--- config.mk ---
export PLATFORM = sky130hd
export DESIGN_NAME = riscv_trace_buffer
export DESIGN_NICKNAME = d
export VERILOG_FILES = /design/src/rtl/riscv_trace_pkg.sv /design/src/rtl/trace_ram.sv /design/src/rtl/riscv_trace_buffer.sv
export SDC_FILE = /design/constraint.sdc
export NUM_CORES = 1
export LEC_CHECK = 0
export BUFFER_PORTS_ARGS = -buffer_cell sky130_fd_sc_hd__buf_2
export CORE_MARGIN = 5
export CORE_UTILIZATION = 48
export CTS_BUF_LIST = sky130_fd_sc_hd__clkbuf_8 sky130_fd_sc_hd__clkbuf_16
export CTS_CLUSTER_DIAMETER = 100
export DETAILED_ROUTE_END_ITERATION = 7
export SYNTH_ARGS = -nofsm -noshare
export SYNTH_HDL_FRONTEND = slang
export SYNTH_HIERARCHICAL = 1
export SYNTH_SLANG_ARGS = --single-unit
--- constraint.sdc ---
create_clock -name clk -period 8.3 [get_ports clk]
set_input_delay 1.66 -clock clk [delete_from_list [all_inputs] [get_ports clk]]
set_output_delay 1.66 -clock clk [all_outputs]
set_load 0.05 [all_outputs]
--- src/rtl/riscv_trace_pkg.sv ---
// Shared types for the post-trigger trace buffer: FSM state encoding and
// the {PC, ALU result} entry that is captured once per cycle.
package riscv_trace_pkg;

    localparam int TRACE_XLEN = 32;

    typedef enum logic [1:0] {
        IDLE    = 2'd0,
        ARMED   = 2'd1,
        CAPTURE = 2'd2,
        DONE    = 2'd3
    } trace_state_t;

    typedef struct packed {
        logic [TRACE_XLEN-1:0] pc;
        logic [TRACE_XLEN-1:0] alu;
    } trace_entry_t;

endpackage

--- src/rtl/trace_ram.sv ---
// DEPTH-entry trace storage: synchronous write, combinational read, no reset.
// Contents are only meaningful where the top level has written them.
module trace_ram
    import riscv_trace_pkg::*;
#(
    parameter int DEPTH = 16,
    localparam int AW   = $clog2(DEPTH)
) (
    input  logic         clk,
    input  logic         we_i,
    input  logic [AW-1:0] waddr_i,
    input  trace_entry_t wdata_i,
    input  logic [AW-1:0] raddr_i,
    output trace_entry_t rdata_o
);

    trace_entry_t mem_q [DEPTH];

    always_ff @(posedge clk) begin
        if (we_i) begin
            mem_q[waddr_i] <= wdata_i;
        end
    end

    assign rdata_o = mem_q[raddr_i];

endmodule

--- src/rtl/riscv_trace_buffer.sv ---
// Arms on request, records one {PC, ALU} entry per cycle from the trigger PC
// until full, then drains oldest-first over a valid/ready port.
module riscv_trace_buffer
    import riscv_trace_pkg::*;
#(
    parameter int DEPTH = 16,
    parameter int XLEN  = TRACE_XLEN
) (
    input  logic                    clk,
    input  logic                    reset,
    input  logic                    arm,
    input  logic [XLEN-1:0]         trig_pc,
    input  logic [XLEN-1:0]         pc_in,
    input  logic [XLEN-1:0]         alu_in,
    output logic                    rd_valid,
    input  logic                    rd_ready,
    output logic [XLEN-1:0]         rd_pc,
    output logic [XLEN-1:0]         rd_alu,
    output logic [1:0]              state_o,
    output logic [$clog2(DEPTH):0]  count_o,
    output logic                    full_o
);

    localparam int PW = $clog2(DEPTH);
    localparam int CW = PW + 1;
    localparam logic [CW-1:0] FULL_COUNT = CW'(DEPTH);

    trace_state_t  state_q, state_d;
    logic [PW-1:0] wrPtr_q, wrPtr_d;
    logic [PW-1:0] rdPtr_q, rdPtr_d;
    logic [CW-1:0] count_q, count_d;
    logic          wrEn;
    trace_entry_t  wrEntry;
    trace_entry_t  rdEntry;

    always_ff @(posedge clk or negedge reset) begin
        if (!reset) begin
            state_q <= IDLE;
            wrPtr_q <= '0;
            rdPtr_q <= '0;
            count_q <= '0;
        end else begin
            state_q <= state_d;
            wrPtr_q <= wrPtr_d;
            rdPtr_q <= rdPtr_d;
            count_q <= count_d;
        end
    end

    assign rd_valid = (state_q == DONE) && (count_q != '0);

    // arm overrides everything, including a same-cycle trigger match or pop
    always_comb begin
        state_d = state_q;
        wrPtr_d = wrPtr_q;
        rdPtr_d = rdPtr_q;
        count_d = count_q;
        wrEn    = 1'b0;
        if (arm) begin
            state_d = ARMED;
            wrPtr_d = '0;
            rdPtr_d = '0;
            count_d = '0;
        end else begin
            unique case (state_q)
                IDLE: ;
                ARMED: begin
                    if (pc_in == trig_pc) begin
                        wrEn    = 1'b1;
                        wrPtr_d = wrPtr_q + PW'(1);
                        count_d = CW'(1);
                        state_d = CAPTURE;
                    end
                end
                CAPTURE: begin
                    wrEn    = 1'b1;
                    wrPtr_d = wrPtr_q + PW'(1);
                    count_d = count_q + CW'(1);
                    if (count_q == FULL_COUNT - CW'(1)) begin
                        state_d = DONE;
                    end
                end
                DONE: begin
                    if (rd_valid && rd_ready) begin
                        rdPtr_d = rdPtr_q + PW'(1);
                        count_d = count_q - CW'(1);
                        if (count_q == CW'(1)) begin
                            state_d = IDLE;
                        end
                    end
                end
                default: state_d = IDLE;
            endcase
        end
    end

    // entries are stored at TRACE_XLEN; XLEN is expected to match it
    assign wrEntry.pc  = TRACE_XLEN'(pc_in);
    assign wrEntry.alu = TRACE_XLEN'(alu_in);

    trace_ram #(
        .DEPTH (DEPTH)
    ) u_ram (
        .clk     (clk),
        .we_i    (wrEn),
        .waddr_i (wrPtr_q),
        .wdata_i (wrEntry),
        .raddr_i (rdPtr_q),
        .rdata_o (rdEntry)
    );

    assign rd_pc   = rd_valid ? XLEN'(rdEntry.pc)  : '0;
    assign rd_alu  = rd_valid ? XLEN'(rdEntry.alu) : '0;
    assign state_o = state_q;
    assign count_o = count_q;
    assign full_o  = (count_q == FULL_COUNT);

endmodule

* After elaboration in Yosys (flattened, before gate mapping) *
Memory sizes are Yosys's and may differ from the RTL's.
Cells that the tools add are included.

cells by class
  add/sub/neg operators = 4
  equality and inequality tests = 11
  mux-type cells = 23
  reduce and logical (&&, ||, !) cells = 11

operator list
  kind                                                  count
  two-way mux 32 bit                                    2
  equality test 32 bit                                  1
  two-way mux 4 bit                                     5
  two-way mux 5 bit                                     3
  case mux 5 bit (3 select lines)                       1
  two-way mux 2 bit                                     5
  adder 4 x 1 -> 4 bit (second input constant)          2
  case mux 4 bit (2 select lines)                       1
  != test 3 x 2 -> 1 bit (second input constant)        2
  != test 3 bit (second input constant)                 2
  case mux 2 bit (3 select lines)                       1
  adder 5 x 1 -> 5 bit (second input constant)          1
  equality test 5 x 1 -> 1 bit (second input constant)  1
  equality test 5 x 4 -> 1 bit (second input constant)  1
  equality test 5 bit (second input constant)           1
  AND reduction 5 bit                                   1
  nonzero test 5 bit                                    1
  subtractor 5 x 1 -> 5 bit (second input constant)     1
  equality test 2 bit (second input constant)           2
  two-way mux 1 bit                                     4
  AND reduction 2 bit                                   2
  nonzero test 2 bit                                    2
  nonzero test 4 bit                                    1
  AND reduction 3 bit                                   1
  4 further kinds                                       5

word-level totals
  register bits after elaboration = 15
  memory bits (writable) = 1,024
  input port bits = 100
  word-level logic and storage cells = 54
  memories kept = 1

memory list
  name         words  width  read ports  clocked after memory_dff  wr ports  RTL line         text
  u_ram.mem_q  16     64     1           0                         1         trace_ram.sv:17  trace_entry_t mem_q [DEPTH];

* Depth between registers and ports, before layout *
  depth after elaboration = 6
  gate-level depth with buffers = 9

* Modules after synthesis *
Netlist, hierarchy kept.

modules (own cells, without submodules)
  module              instances  cells an instance  area an instance (um2)  sequential area each (um2)
  trace_ram           1          1,583              38,274.2                30,749.5
  riscv_trace_buffer  1          241                1,910.6                 375.4

* Worst setup path after synthesis *
OpenSTA, ideal clock, no wires.

  kind = input port to flip-flop
  from = in trig_pc[20]
  to = mem u_ram/mem_q[0][0] (netlist name) (enable)
  setup time = 0.565 ns
  data arrival time = 7.540 ns
  data required time = 7.735 ns
  slack = 0.195 ns
  cell stages on the path = 7
  buffers on the path = 0
  cells stage by stage = xnor2_1 -> nand4_1 -> nor4_2 -> a31oi_1 -> nor3_1 -> or3b_2 -> nor3_1

on the way
  longest elaborated chain between the ends = 6

RTL lines
  item                                     RTL line                  text
  start: declaration                       riscv_trace_buffer.sv:12  input logic [XLEN-1:0] trig_pc,
  equality test 32 bit                     riscv_trace_buffer.sv:68  if (pc_in == trig_pc) begin
  two-way mux 1 bit                        riscv_trace_buffer.sv:68
  case mux 1 bit (2 select lines)          riscv_trace_buffer.sv:65  unique case (state_q)
  two-way mux 1 bit                        riscv_trace_buffer.sv:59  if (arm) begin
  named net wrEn                           riscv_trace_buffer.sv:32  logic wrEn;
  two-way mux 1 bit                        trace_ram.sv:20           if (we_i) begin
  two-way mux 1 bit (not written as such)  trace_ram.sv:21           mem_q[waddr_i] <= wdata_i;
  end: declaration                         trace_ram.sv:17

The timed path passes the listed nets, and every way through them passes these cells.

==> results.yml <==
outcome:
  status: "complete, no violations"
clock_tree:
  clk_latency_ns: 0.67
  cts_setup_buffers: 0
  cts_root_buffer: "clkbuf_16"
  h-tree-depth: 3
  cts_tree: "done"
  clk_path_buf_depth: 3
  cts.sinks: 1039
  postCtsHoldBufs: 0
  cts-buffers-inserted: 106
  post_cts_resized: 0
  clk_pin_slew_worst_paths_ns: 0.06
sta:
  min_period_ns: 5.69
  rsz0062_at_grt: "false"
  max_freq_mhz: 176
  final_max_slew_viol_count: 0
  whs_ns: 0.668
  finClkSkew_ns: 0.0250
  final-hold-violation-count: 0
  tightest_slew_ns: 1.07
  slew_headroom_pct: 28.9
  post-route-period-util_pct: 68.5
  setup_viol: 0
  tns_ns: 0
synth:
  synthTopCellsByArea: "edfxtp_1, mux4_2, a22oi_1"
  syn_inst: 1824
  ys_types: 41
  yosysTopAreaCellShare_pct: 76.5
  syn-mean-instance-area_um2: 22.0
  yosysTopAreaCell: "edfxtp_1"
  syn_nets: 1935
  yosysSeqAreaShare_pct: 77.5
  syn_area_mm2: 0.0402
  ys_seq_elements: 1039
  ys_warn_count: 6
worst_setup_path:
  slowest_delay_ns: 1.10
  critPathLaunch: "rdPtr_q[0]"
  crit_required_ns: 6.64
  path_class: "register to output pin"
  crit_buf_inv: 2
  path_cells: "buf_12, mux4_2, a22oi_1, nand2_1, and3_1, buf_2"
  crit_fanout: 98
  crit_slowest_cell: "dfrtp_4"
  rr_endpoint: "u_ram/mem_q[2][6]"
  crit_family: "flip-flops"
  worst-r2r-cell-count: 7
  arrival_ns: 4.03
  startpoint_type: "register"
  r2r_setup_slack_ns: 4.55
  r2r_start: "state_o[0]"
  cp-end-kind: "output pin"
run:
  maxCapViolations: 0
worst_hold_path:
  holdPathEnd: "wrPtr_q[3]"
  min_path_type: "register to register"
  hp-start: "wrPtr_q[3]"
  holdPathStages: 2
route:
  drt-pass1-iter-count: 5
  drt_iter0_drc: 1725
  drc: 0
  vias_per_cell: 6.03
  drtAntennaViolNets: 0
  wl_per_cell_um: 29.4
  wl_um: 94700
  vias: 19400
floorplan:
  die_height_um: 299
  ioPinCount: 173
  die-area_mm2: 0.0896
  rows: 106
  core_mm2: 0.0833
  fp.dieW_um: 299
  initial_core_util_pct: 48.2
global_routing:
  antenna_found_initial: 9
  grt_pass1_vias: 20400
  grt_first_pass_wirelength_um: 139000
  grt.total_usage_pct: 21.1
  grt_max_degree: 159
  overflow: 0
placed_design:
  gp_congestion: 0.722
  hpwlAfterDp_um: 50000
  port_buffers: 172
power_and_ir_drop:
  peakVddDrop_mv: 0.288
  p_per_area_mw_per_mm2: 256
  p_leak_nw: 14.7
final_layout:
  syn2layout_area_growth_pct: 14.4
  fill_cells: 6314
  nNetsFinal: 2154
  layout-drive-gt1-share_pct: 30.7
==> tightest hold or removal path: cells and delay by family (launching register included) <==
kind            cells  cell delay (ns)
flops               1             0.44
compound gates      2             0.19
==> final cells by class <==
class	instances	area [um^2]	share of cell area, %
multi-input combinational	672	8660	18.8
inverter	7	26.3	0.0572
antenna	3	7.51	0.0163
timing repair buffer	217	1300	2.82
clock buffer	108	2700	5.88
clock inverter	91	800	1.74
sequential	1039	31100	67.7
tap	1080	1350	2.94
==> logic make-up (layout without fill, tap and decap cells) <==
| kind of cell | after synthesis | in the layout | share of synthesized area [%] |
|---|---|---|---|
| buffers and inverters | 113 | 423 | 1.37 |
| multiplexers | 258 | 258 | 14.4 |
| flip-flops | 1039 | 1039 | 77.5 |
| AND/OR/NAND/NOR | 203 | 203 | 2.65 |
| AO/OA/AOI/OAI | 163 | 163 | 2.98 |
| other | 0 | 3 | 0 |
| XOR/XNOR | 37 | 37 | 0.806 |
| adder cells (fa/ha/maj) | 11 | 11 | 0.342 |
==> cells in the final DEF, fill, tap and decap left out, drive strengths merged, types with 11 or more instances in the layout <==
| cell | netlist | routed |
|---|---|---|
| and3 | 67 | 67 |
| buf | 55 | 217 |
| inv | 7 | 27 |
| clkinv | 0 | 52 |
| xnor2 | 32 | 32 |
| a22oi | 129 | 129 |
| nand2 | 72 | 72 |
| dfrtp | 15 | 15 |
| edfxtp | 1024 | 1024 |
| ha | 11 | 11 |
| mux4 | 256 | 256 |
| clkbuf | 51 | 108 |
| bufinv | 0 | 14 |
| nor2 | 19 | 19 |
==> worst max-delay path by stage <==
stage                             end  slack, ns  cells past startpoint
detailed placement  u_ram/mem_q[2][7]       2.43                      9
global placement    u_ram/mem_q[2][5]       2.63                      9
CTS                         rd_pc[12]       2.46                      6
global route                 rd_pc[3]       2.28                      6
floorplan           u_ram/mem_q[0][0]       0.20                      7
finish                      rd_pc[12]       2.61                      6
==> power by group <==
part           switching, mW  internal (mW)
clock network           1.95           2.79
registers             0.0510           5.78
logic                  0.821          0.372
==> cells in the mapped netlist <==
cell type,count
nand4_1,9
and2_4,1
a21bo_2,1
buf_6,6
edfxtp_1,1024
nor3_1,10
nand2_8,1
dfrtp_1,15
nor4_2,2
a22oi_1,129
or3_1,3
and3_1,67
o21ai_2,1
nand2_1,71
a21boi_0,2
nand3_1,8
or3b_2,1
nor2b_1,3
mux4_2,256
a311o_1,3
buf_4,18
mux2i_1,2
xor2_1,5
nor2_1,19
buf_2,12
o41ai_1,1
a32oi_1,2
and2_1,1
a31oi_1,2
ha_1,11
nand2b_1,4
a311oi_1,3
a21oi_1,10
xnor2_1,32
clkbuf_1,51
inv_1,7
buf_1,19
o21ai_0,7
o21a_1,2
or4b_4,1
nand3b_1,2
==> layer usage <==
layer / global-route usage (%) / up-vias / part of all wire [%]
met5: 0 / - / 0.0074
met4: 4.10 / 2 / 1.6
met3: 4.32 / 124 / 6.9
met2: 34.3 / 655 / 49
met1: 30.3 / 10400 / 43
li1: - / 8180 / -
==> stage by stage <==
stage / setup WS [ns] / total power [mW] / utilization [%] / cell area (um^2) / instances
6_report: 2.61 / 11.8 / 55.2 / 46000 / 3217
5_1_grt: 2.28 / 12.2 / 55.2 / 46000 / 3214
4_1_cts: 2.46 / 11.9 / 55.2 / 46000 / 3214
3_5_place_dp: 2.43 / 7.15 / 51.0 / 42500 / 3015
3_3_place_gp: 2.63 / 7.14 / 51.0 / 42500 / 3015
2_1_floorplan: 0.195 / 6.76 / - / 40200 / 1824
==> state kept, by name, summed over array words and instances (netlist names) <==
| name | flops |
|---|---|
| u_ram/mem_q | 1024 |
| count_o | 5 |
| rdPtr_q | 4 |
| wrPtr_q | 4 |
| state_o | 2 |
(Power assumes the default switching activity.)
